File: config.mk
export PLATFORM = sky130hd
export DESIGN_NAME = bcd_seg_display
export DESIGN_NICKNAME = d
export VERILOG_FILES = /design/src/rtl/display_pkg.sv /design/src/rtl/bcd7seg_decode.sv /design/src/rtl/bcd_seg_display.sv
export SDC_FILE = /design/constraint.sdc
export NUM_CORES = 1
export LEC_CHECK = 0
export ABC_AREA = 1
export BUFFER_PORTS_ARGS = -buffer_cell sky130_fd_sc_hd__buf_4
export CAP_MARGIN = 20
export CORE_ASPECT_RATIO = 1.5
export CORE_MARGIN = 3
export CORE_UTILIZATION = 56
export CTS_CLUSTER_DIAMETER = 30
export DETAILED_ROUTE_END_ITERATION = 10
export PLACE_DENSITY = 0.76
export SYNTH_ARGS = -nofsm -noshare
export SYNTH_HDL_FRONTEND = slang
export SYNTH_SLANG_ARGS = --single-unit
File: constraint.sdc
create_clock -name clk_100M -period 2.4 [get_ports clk_100M]
set_input_delay 0.12 -clock clk_100M [delete_from_list [all_inputs] [get_ports clk_100M]]
set_output_delay 0.12 -clock clk_100M [all_outputs]
set_load 0.02 [all_outputs]
File: src/rtl/display_pkg.sv
// display_pkg: shared constants for the eight-digit seven-segment driver.
//   SEG_0..SEG_9, SEG_DASH : active-high g..a patterns (bit 6 = g, bit 0 = a)
//   NUM_DIGITS             : number of scanned digits
//   cnt_width()            : counter width for a divide-by-n counter (min 1)
package display_pkg;

  localparam int NUM_DIGITS = 8;

  localparam logic [6:0] SEG_0    = 7'h3F;
  localparam logic [6:0] SEG_1    = 7'h06;
  localparam logic [6:0] SEG_2    = 7'h5B;
  localparam logic [6:0] SEG_3    = 7'h4F;
  localparam logic [6:0] SEG_4    = 7'h66;
  localparam logic [6:0] SEG_5    = 7'h6D;
  localparam logic [6:0] SEG_6    = 7'h7D;
  localparam logic [6:0] SEG_7    = 7'h07;
  localparam logic [6:0] SEG_8    = 7'h7F;
  localparam logic [6:0] SEG_9    = 7'h6F;
  localparam logic [6:0] SEG_DASH = 7'h40;

  // A divide-by-1 counter still needs one bit to exist as a signal.
  function automatic int cnt_width(input int n);
    return (n <= 1) ? 1 : $clog2(n);
  endfunction

endpackage

File: src/rtl/bcd7seg_decode.sv
// bcd7seg_decode: combinational BCD digit to seven-segment pattern.
//   digit_i [3:0] : BCD digit; values A..F render as a dash
//   blank_i       : 1 = all segments and dp off
//   dp_i          : decimal point request
//   seg_o   [7:0] : active-high pattern, [6:0] = g..a, [7] = dp
module bcd7seg_decode
  import display_pkg::*;
(
  input  logic [3:0] digit_i,
  input  logic       blank_i,
  input  logic       dp_i,
  output logic [7:0] seg_o
);

  logic [6:0] glyph;

  always_comb begin
    glyph = SEG_DASH;
    case (digit_i)
      4'd0:    glyph = SEG_0;
      4'd1:    glyph = SEG_1;
      4'd2:    glyph = SEG_2;
      4'd3:    glyph = SEG_3;
      4'd4:    glyph = SEG_4;
      4'd5:    glyph = SEG_5;
      4'd6:    glyph = SEG_6;
      4'd7:    glyph = SEG_7;
      4'd8:    glyph = SEG_8;
      4'd9:    glyph = SEG_9;
      default: glyph = SEG_DASH;
    endcase
  end

  assign seg_o = blank_i ? 8'h00 : {dp_i, glyph};

endmodule

File: src/rtl/bcd_seg_display.sv
// bcd_seg_display: multiplexed eight-digit seven-segment driver for a packed
// BCD word. Snapshots bcd_in every UPDATE_DIV cycles (unless hold), scans one
// digit per SCAN_DIV cycles with a one-cycle dark gap between digits, blanks
// leading zeros and shows a dash for non-BCD digits.
//   clk_100M     : system clock
//   rst          : asynchronous active-low reset
//   bcd_in [31:0]: packed BCD, digit i = bcd_in[4i+3:4i]
//   hold         : 1 = keep the current snapshot
//   dp_sel [7:0] : decimal point enable per digit
//   seg    [7:0] : registered segment drive, [6:0] = g..a, [7] = dp
//   an     [7:0] : registered digit enables, an[i] = digit i
module bcd_seg_display
  import display_pkg::*;
#(
  parameter int SCAN_DIV   = 100000,
  parameter int UPDATE_DIV = 25000000,
  parameter int ACTIVE_LOW = 1
) (
  input  logic        clk_100M,
  input  logic        rst,
  input  logic [31:0] bcd_in,
  input  logic        hold,
  input  logic [7:0]  dp_sel,
  output logic [7:0]  seg,
  output logic [7:0]  an
);

  localparam int SW = cnt_width(SCAN_DIV);
  localparam int UW = cnt_width(UPDATE_DIV);
  localparam logic [SW-1:0] SCAN_LAST = SW'(SCAN_DIV - 1);
  localparam logic [UW-1:0] UPD_LAST  = UW'(UPDATE_DIV - 1);
  localparam logic [7:0]    BUS_OFF   = (ACTIVE_LOW != 0) ? 8'hFF : 8'h00;

  logic [SW-1:0] scan_cnt_q, scan_cnt_d;
  logic [UW-1:0] upd_cnt_q, upd_cnt_d;
  logic [2:0]    digit_idx_q, digit_idx_d;
  logic [31:0]   snap_q, snap_d;
  logic          dead_q, dead_d;
  logic [7:0]    an_q, an_d;
  logic [7:0]    seg_q, seg_d;

  logic          tick;
  logic          upd_tc;
  logic [7:0]    lz;
  logic          blank;
  logic [3:0]    cur_digit;
  logic [7:0]    pat;
  logic [7:0]    an_hi;

  assign tick   = (scan_cnt_q == SCAN_LAST);
  assign upd_tc = (upd_cnt_q == UPD_LAST);

  always_comb begin
    scan_cnt_d  = tick ? '0 : scan_cnt_q + 1'b1;
    upd_cnt_d   = upd_tc ? '0 : upd_cnt_q + 1'b1;
    digit_idx_d = tick ? digit_idx_q + 3'd1 : digit_idx_q;
    snap_d      = (upd_tc && !hold) ? bcd_in : snap_q;
    dead_d      = tick;
  end

  // lz[i]: digits i..7 are all zero with no decimal point requested there.
  always_comb begin
    lz    = '0;
    lz[7] = (snap_q[31:28] == 4'd0) && !dp_sel[7];
    for (int i = 6; i >= 0; i--) begin
      lz[i] = lz[i+1] && (snap_q[4*i +: 4] == 4'd0) && !dp_sel[i];
    end
  end

  assign cur_digit = snap_q[{digit_idx_q, 2'b00} +: 4];
  assign blank     = (digit_idx_q != 3'd0) && lz[digit_idx_q];

  bcd7seg_decode u_decode (
    .digit_i (cur_digit),
    .blank_i (blank),
    .dp_i    (dp_sel[digit_idx_q]),
    .seg_o   (pat)
  );

  always_comb begin
    an_hi = dead_q ? 8'h00 : (8'b1 << digit_idx_q);
    an_d  = (ACTIVE_LOW != 0) ? ~an_hi : an_hi;
    seg_d = (ACTIVE_LOW != 0) ? ~pat : pat;
  end

  always_ff @(posedge clk_100M or negedge rst) begin
    if (!rst) begin
      scan_cnt_q  <= '0;
      upd_cnt_q   <= '0;
      digit_idx_q <= '0;
      snap_q      <= '0;
      dead_q      <= 1'b0;
      an_q        <= BUS_OFF;
      seg_q       <= BUS_OFF;
    end else begin
      scan_cnt_q  <= scan_cnt_d;
      upd_cnt_q   <= upd_cnt_d;
      digit_idx_q <= digit_idx_d;
      snap_q      <= snap_d;
      dead_q      <= dead_d;
      an_q        <= an_d;
      seg_q       <= seg_d;
    end
  end

  assign an  = an_q;
  assign seg = seg_q;

endmodule

Yosys cells after proc, flatten, opt, wreduce, memory -nomap -nowiden:

Memories as Yosys holds them, arrays and structs flattened.
Index checks and enable logic that the tools add are counted.

* output and inout port bits: 16
* memories kept: 1
* input bits: 43
* bits in read-only memories: 112
* register bits after elaboration: 94

* add/subtract/negate cells: 3
* bitwise gates (word level): 2
* muxes and demuxes: 8
* shift operators: 2
* equality and inequality tests: 2
* magnitude comparators: 1
* reductions and logical operators: 35

Memory list
* (name not given): words 16, width 7, rd ports 1, clocked after Yosys merged registers in 0, write ports 0, RTL line bcd7seg_decode.sv:19 `case (digit_i)`

Operator list (number)
* logical NOT 4 bit: 8
* indexed part select 32 x 6 -> 4 bit: 1
* adder 25 x 1 -> 25 bit, second input constant: 1
* == test 25 bit, second input constant: 1
* 2-to-1 mux 25 bit: 1
* adder 17 x 1 -> 17 bit, second input constant: 1
* == test 17 bit, second input constant: 1
* logical AND 1 bit: 17
* 2-to-1 mux 17 bit: 1
* 2-to-1 mux 8 bit: 2
* inverter 8 bit: 2
* logical NOT 1 bit: 9
* left shift 1 x 3 -> 8 bit, first input constant: 1
* binary-select mux 1 bit (select 3 bit): 2
* less-than comparator 3 x 4 -> 1 bit, second input constant: 1
* adder 3 x 1 -> 3 bit, second input constant: 1
* nonzero test 3 bit: 1
* 2-to-1 mux 1 bit: 2

Longest topological paths before layout:

Gate-level depths: netlist of the first run.

* word-level depth: 21
* depth in mapped cells: 13
* gate-level depth less buffers: 11

Hierarchy:

A second synthesis of the first run with hierarchy kept.

* cells, all modules: 698
* area, all modules: 5152.4 sq um

Modules (own cells, without submodules)
* bcd_seg_display: times used 1, area an instance 4963.5 sq um, cells each 661
* bcd7seg_decode: times used 1, area an instance 188.9 sq um, cells each 37

Least setup slack after synthesis of the first run:

No wires, ideal clock.

* path kind: register to register
* from: reg digit_idx_q[0]
* to: reg seg_q[3] (netlist: seg[3])
* required time: 2.314 ns
* slack: 0.398 ns
* arrival time: 1.916 ns
* library setup time: 0.086 ns
* path buffers: 2
* stages on the path, launching flop included: 13
* cells stage by stage: dfrtp_1 buf_4 inv_1 buf_2 o21ai_0 nand2_1 inv_1 o21ai_0 inv_1 ha_1 nand3_1 nand3_1 nand3_1

* longest elaborated chain between the ends: 5

RTL lines
* from (decl): RTL line bcd_seg_display.sv:36 `logic [2:0] digit_idx_q, digit_idx_d;`
* from (signal assigned): RTL line bcd_seg_display.sv:98 `digit_idx_q <= digit_idx_d;`
* parallel branches: the longest is 3 deep, another holds memory (16 x 7 bit)
* 2-to-1 mux 8 bit (*): RTL line bcd7seg_decode.sv:34 `assign seg_o = blank_i ? 8'h00 : {dp_i, glyph};`
* inverter 8 bit (*): RTL line bcd_seg_display.sv:83 `seg_d = (ACTIVE_LOW != 0) ? ~pat : pat;`
* via seg_d[3]: RTL line bcd_seg_display.sv:40 `logic [7:0] seg_q, seg_d;`
* to (signal assigned): RTL line bcd_seg_display.sv:102 `seg_q <= seg_d;`
* to (decl): RTL line bcd_seg_display.sv:40

Mark *: on every way through the listed nets, which the timed path passes. The select of a mux whose other input is x is not followed.
A chain may end at the register's enable or synchronous reset.

Final worst setup path of the first run:

* from: reg digit_idx_q[0]
* to: reg seg_q[5] (netlist: seg[5])

Same word-level chain as after synthesis.

==> results.tsv, run 1 <==
stage	metric	value	unit
worst_setup_path	worstSetupEndpointType	flop	
worst_setup_path	setup.worst_path.class	reg -> reg	
clock_tree	cts_tree	built	
worst_setup_path	crit_family	simple AND/OR/NAND/NOR gates	
synthesis	yosysMostFrequentCell	nand2_1	
synthesis	yosys_warnings	0	
synthesis	synthCells	681	
worst_setup_path	slowest_delay	0.58	ns
worst_setup_path	cpMostUsedCell	nand3_1	
synthesis	synth_flop_cell	dfrtp_1	
global_routing	grt_pass1_wl	20.6	mm
global_routing	met1_usage	27.3	%
clock_tree	cts-root-buf	clkbuf_16	
worst_setup_path	cp-start-kind	flop	
worst_setup_path	rrSetupSlack	0.28	ns
floorplan	boundaryPins	59	
global_routing	antenna_found_initial	0	
worst_setup_path	worst-path-buf-inv	3	
synthesis	synth_top_cells_by_count	202 x nand2_1, 83 x nor2_1, 81 x inv_1	
synthesis	synth_async_sr_flop_share	100	%
sta	slew_viol_final	0	
routing	drc	0	
worst_setup_path	rr_worst_depth	10	
global_routing	grt_pass1_vias	4570	
finish	areaGrowthSynthToFinish	17.8	%
power	ir_worst_vdd	0.000486	V
sta	skew	0.00835	ns
routing	drt_iter0_markers	282	
synthesis	ys_ff_latch	94	
synthesis	synth_top_area_share	38.0	%
place	post-place-ws	0.128	ns
floorplan	fp.coreArea	0.00888	mm2
finish	stdcell_count	862	
floorplan	die_x	84.1	um
min_path	min_path_type	in -> reg	
power	power_leakage	3.13	nW
global_routing	grt-ovfl-total	0	
worst_setup_path	cp_cell_sequence	clkinvlp_4 -> buf_4 -> o21ai_0 -> nand3_1 -> nand2_1 -> inv_1 -> ha_1 -> nand3b_1 -> nand3_1 -> nand3_1	
global_routing	grtUsageMet3	4.33	%
sta	fmax	471	MHz
worst_setup_path	crit_required	2.67	ns
sta	hold_viol	0	
sta	min_period	2.12	ns
synthesis	syn_avg_cell_area	7.53	um2
clock_tree	cts_made_buffers	9	
synthesis	synth_edf_count	0	
synthesis	synthesis.nets	737	
synthesis	synth-seq-area-share	46.2	%
routing	dr_total_vias	4670	
global_routing	busiest_layer	met2	
clock_tree	cts_max_level	3	
place	placedCellCount	842	
synthesis	synthDistinctLibCells	28	
global_routing	grt_usage	25.1	%
outcome	outcome	completed	
finish	antenna_cells	0	
finish	layout.nets	803	
clock_tree	clock_latency	0.35	ns
routing	wl	12.5	mm
place	place_hpwl	9.45	mm
sta	timing.final.crit_share	88.5	%
finish	n_fill_cell	786	
floorplan	die_area	0.0104	mm2
sta	setup_ws	0.277	ns
power	power_density	508	mW/mm2
sta	tightest_slew	0.720	ns
synthesis	syn_area	0.00513	mm2
global_routing	use_met2	46.2	%
worst_setup_path	arrival	2.39	ns
worst_setup_path	crit_end	seg[5]	
synthesis	synth_area_leaders	dfrtp_1 38%, nand2_1 15%, dfstp_2 8.2%	
worst_setup_path	crit_start	digit_idx_q[0]	
worst_setup_path	cp.depth	10	
routing	vias_per_cell	5.42	
place	gp_congestion	0.913	
place	portBuffers	58	
sta	max_slew_margin	51.6	%
synthesis	synth_top_area_cell	dfrtp_1	
sta	rsz0062_at_grt	no	
clock_tree	cts.sinks	94	
clock_tree	clk_pin_slew	0.07	ns
sta	setup_violations	0	
floorplan	die_y	123	um
floorplan	start_util	57.8	%
routing	dr.pass1.iters	5	
sta	fin_setup_tns	0	ns
job	cap_violations	0	
routing	antenna_left	0	
worst_setup_path	crit_path_max_fanout	13	
worst_setup_path	crit_slowest_cell	dfrtp_1	
floorplan	row_count	42	
finish	drive_gt1_share	15.3	%
global_routing	grt_max_degree	47	
routing	wire_per_inst	14.5	um
clock_tree	clockBufferDepth	2	
worst_setup_path	r2r-end	seg[5]	
worst_setup_path	reg2reg_from	digit_idx_q[0]	
==> power breakdown <==
part,internal (W),switching [W]
clock,0.000715,0.000645
combinational,0.0000567,0.0000626
sequential,0.00159,0.000000229
total,0.00236,0.000708
==> cell usage in the layout (no fill, tap or decap), drive strengths merged, types with 13 or more instances in the layout <==
cell	netlist	final
a21oi	13	13
buf	17	75
dfrtp	78	78
dfstp	16	16
ha	13	13
inv	83	84
nand2	202	202
nand3	56	56
nand4	44	44
nor2	83	83
nor3	20	20
o21ai	19	19
xor2	19	19
==> flip-flops by register name (all words and copies together) (netlist names) <==
name,count
an,8
dead_q,1
digit_idx_q,3
scan_cnt_q,17
seg,8
snap_q,32
upd_cnt_q,25
==> final cells by class <==
cell class | instances | area (um2) | share of cell area [%]
flip-flops and latches | 94 | 2370 | 39.3
multi-input cells | 482 | 2340 | 38.8
repair buffers | 76 | 586 | 9.69
inverters | 84 | 319 | 5.28
clock buffers | 9 | 225 | 3.73
well taps | 110 | 138 | 2.28
clock inverters | 7 | 57.6 | 0.953
==> worst reg2reg max path, cell delays in order, from the launching register on <==
cell and delay (ns):
dfrtp_1 0.58, clkinvlp_4 0.17, buf_4 0.20, o21ai_0 0.17, nand3_1 0.09, nand2_1 0.18
inv_1 0.11, ha_1 0.20, nand3b_1 0.18, nand3_1 0.10, nand3_1 0.07
==> cells by family after synthesis <==
family	count (synthesis)	share of synthesized area, %
simple gates	413	35.2
buf+inv	105	8.19
flops	94	46.2
compound gates	35	3.56
xor+xnor	21	3.59
fa+ha+maj	13	3.17
==> metal layers <==
layer | routed length (um) | part of all wire (%)
met1 | 4920 | 40
met2 | 6550 | 53
met3 | 439 | 3.5
met4 | 552 | 4.4
met5 | 0 | 0
==> worst min-delay path by stage <==
stage               startpoint          to  cells after the start
detailed placement         rst  snap_q[19]                      1
global placement           rst  snap_q[13]                      1
floorplan                  rst      dead_q                      0
finish               bcd_in[4]   snap_q[4]                      3
global route         bcd_in[4]   snap_q[4]                      3
CTS                  bcd_in[4]   snap_q[4]                      3
==> through the flow <==
step	instance area [um2]	utilization, %	hold WS (ns)	total power, W
2_1_floorplan	5130	-	-0.176	0.00164
3_3_place_gp	5720	64.4	0.168	0.00173
3_5_place_dp	5720	64.4	0.174	0.00174
4_1_cts	6010	67.7	0.0263	0.00309
5_1_grt	6040	68.0	0.0281	0.00318
6_report	6040	68.0	0.0297	0.00307
==> repair_timing <==
action / in CTS / in global routing
hold buffers: 1 / 0
hold endpoints to repair: 44 / 0
setup endpoints to repair: 0 / 7
buffers inserted: 0 / 3
gates resized for setup: 0 / 2
No activity file was read; power rests on OpenSTA's default activity.
==> run 2, diff against run 1 <==
--- a/config.mk
+++ b/config.mk
@@ -10,10 +10,10 @@
 export CAP_MARGIN = 20
 export CORE_ASPECT_RATIO = 1.5
 export CORE_MARGIN = 3
-export CORE_UTILIZATION = 56
+export CORE_UTILIZATION = 53
 export CTS_CLUSTER_DIAMETER = 30
 export DETAILED_ROUTE_END_ITERATION = 10
-export PLACE_DENSITY = 0.76
+export PLACE_DENSITY = 0.75
 export SYNTH_ARGS = -nofsm -noshare
 export SYNTH_HDL_FRONTEND = slang
 export SYNTH_SLANG_ARGS = --single-unit
==> constraint.sdc (replaced) <==
create_clock -name clk_100M -period 1.7 [get_ports clk_100M]
set_input_delay 0.085 -clock clk_100M [delete_from_list [all_inputs] [get_ports clk_100M]]
set_output_delay 0.085 -clock clk_100M [all_outputs]
set_load 0.02 [all_outputs]
==> run 2 against run 1 <==
Net effect:
- the run now ends with setup timing left
- worst hold slack worse by 0.023 ns
- clock power up 46%
- critical path depth unchanged
- largest cell class is now multi-input gates
==> results.tsv, run 2 (same netlist as run 1, synthesis figures left out) <==
stage	metric	value	unit
global_routing	grt_usage	25.3	%
worst_setup_path	crit_slowest_cell	dfrtp_2	
floorplan	die_y	126	um
floorplan	die_area	0.0109	mm2
min_path	hold_depth	3	
finish	final_common_cell	nand2_1	
job	cap_violations	0	
finish	multi_input_area	0.00275	mm2
routing	antenna_left	0	
finish	largest_register_ffs	32	
routing	wl	15.0	mm
worst_setup_path	cp_cell_sequence	buf_6 -> nor2_2 -> o21ai_1 -> nand3_1 -> nand2_4 -> buf_4 -> ha_1 -> nand3b_1 -> nand3_1 -> nand3_1	
finish	largest_register	snap_q	
floorplan	boundaryPins	59	
finish	areaGrowthSynthToFinish	35.4	%
finish	reg_top3	snap_q x32, upd_cnt_q x25, scan_cnt_q x17	
clock_tree	cts-root-buf	clkbuf_16	
global_routing	antenna_found_initial	0	
worst_setup_path	crit_required	1.97	ns
clock_tree	cts_made_buffers	9	
clock_tree	cts_tree	built	
clock_tree	clockBufferDepth	2	
routing	wire_per_inst	16.5	um
min_path	hp-start	bcd_in[31]	
sta	max_slew_margin	71.7	%
routing	dr.pass1.iters	5	
worst_setup_path	slowest_delay	0.49	ns
finish	n_fill_cell	654	
routing	drt_iter0_markers	363	
worst_setup_path	crit_path_max_fanout	7	
global_routing	grt_pass1_vias	4994	
power	power_leakage	3.47	nW
worst_setup_path	worstSetupEndpointType	flop	
sta	tightest_slew	0.422	ns
worst_setup_path	rrSetupSlack	-0.14	ns
finish	seqCellArea	0.00237	mm2
place	portBuffers	58	
worst_setup_path	arrival	2.11	ns
power	ir_worst_vdd	0.000572	V
routing	drc	0	
place	place_hpwl	9.90	mm
sta	slew_viol_final	0	
floorplan	start_util	54.8	%
routing	vias_per_cell	5.56	
outcome	outcome	complete, but fails checks	
min_path	min_path_type	in -> reg	
outcome	violations	setup timing	
sta	rsz0062_at_grt	yes	
global_routing	grt-ovfl-total	0	
clock_tree	clock_latency	0.35	ns
finish	drive_gt1_share	30.8	%
place	placed_area	0.00599	mm2
floorplan	die_x	86.3	um
worst_setup_path	cp-start-kind	flop	
worst_setup_path	rr_worst_depth	10	
finish	layout_common_cells	147 x nand2_1, 104 x buf_4, 77 x dfrtp_1	
sta	timing.final.crit_share	108	%
place	gp_congestion	0.955	
routing	dr_total_vias	5086	
worst_setup_path	cpMostUsedCell	nand3_1	
floorplan	row_count	43	
power	power_density	636	mW/mm2
sta	skew	0.00627	ns
worst_setup_path	reg2reg_from	digit_idx_q[0]	
clock_tree	cts_max_level	3	
clock_tree	cts.sinks	94	
worst_setup_path	r2r-end	seg[0]	
finish	antenna_cells	0	
sta	hold_viol	0	
floorplan	fp.coreArea	0.00936	mm2
worst_setup_path	setup.worst_path.class	reg -> reg	
sta	setup_violations	7	
finish	final_util	74.2	%
sta	min_period	1.84	ns
finish	layout.nets	853	
global_routing	grt_pass1_wl	22.0	mm
sta	fmax	544	MHz
global_routing	grt_max_degree	46	
finish	final_area	0.00695	mm2
min_path	min_to	snap_q[31]	
clock_tree	clk_pin_slew	0.07	ns
sta	setup_ws	-0.138	ns
-- run 2: changes by cell type in the layout (fill, tap and decap cells not counted), moves of 7 or more --
| cell | previous run | this run |
|---|---|---|
| nand2_1 | 202 | 147 |
| nand2_2 | 0 | 40 |
| buf_4 | 74 | 104 |
| nand2_4 | 0 | 15 |
| buf_6 | 0 | 9 |
| nand3_1 | 54 | 46 |
| nor2_1 | 83 | 75 |
| dlygate4sd3_1 | 1 | 8 |
| nor2_2 | 0 | 7 |
| o21ai_0 | 18 | 11 |
-- run 2: routing by layer --
| layer | vias to the layer above | routed length, um | GRT usage (%) |
|---|---|---|---|
| li1 | 2408 | - | - |
| met1 | 2395 | 5500 | 27.9 |
| met2 | 206 | 7920 | 45.8 |
| met3 | 77 | 717 | 3.51 |
| met4 | 0 | 914 | 13.7 |
| met5 | - | 0 | 0 |
-- run 2: critical path: cells and delay by family, from the launching register on --
family	cells	cell delay, ns
buffers and inverters	2	0.30
DFF	1	0.49
and+or+nand+nor	6	0.72
adders and majority gates	1	0.18
AOI/OAI and AO/OA	1	0.08
-- run 2: metrics by stage --
step	instances	TNS [ns]	total power (W)	setup WS (ns)	hold WS, ns
after floorplan	681	-0.0367	0.00231	-0.0357	-0.211
after global placement	875	-0.0437	0.00245	-0.0308	0.0378
after detailed placement	875	-0.289	0.00245	-0.0784	0.0402
after CTS	905	0	0.00444	0.00172	0.00116
after global routing	914	-2.88	0.00454	-0.236	0.00746
final	914	-0.516	0.00442	-0.138	0.00716
-- run 2: timing repair --
action,in CTS,in global routing
gates resized for setup,15,112
cloned,0,3
endpoints found under the setup margin,8,53
pin swaps,6,18
hold buffers,8,0
endpoints found under the hold margin,35,0
setup buffers,6,6
-- run 2: worst max-delay path by stage --
stage                    from      to  slack (ns)  cells past startpoint
6_report       digit_idx_q[0]  seg[0]       -0.14                     10
5_1_grt        digit_idx_q[0]  seg[0]       -0.24                     10
4_1_cts        digit_idx_q[0]  seg[3]       0.002                     11
3_5_place_dp   digit_idx_q[0]  seg[5]       -0.08                     11
3_3_place_gp   digit_idx_q[0]  seg[3]       -0.03                     10
2_1_floorplan  digit_idx_q[0]  seg[3]       -0.04                     12
-- run 2: area by class of cell --
cell class / count / area share [%]
multi-input combinational: 482 / 39.6
sequential: 94 / 34.2
timing repair buffer: 126 / 15.4
inverter: 84 / 4.61
clock buffer: 11 / 3.64
tap: 112 / 2.02
clock inverter: 5 / 0.576
-- run 2: power breakdown --
| part | switching [W] | leakage [nW] | internal, W |
|---|---|---|---|
| clock | 0.000901 | 0.143 | 0.00109 |
| combinational | 0.0000995 | 2.10 | 0.0000926 |
| sequential | 0.000000291 | 1.23 | 0.00224 |
| total | 0.00100 | 3.47 | 0.00342 |
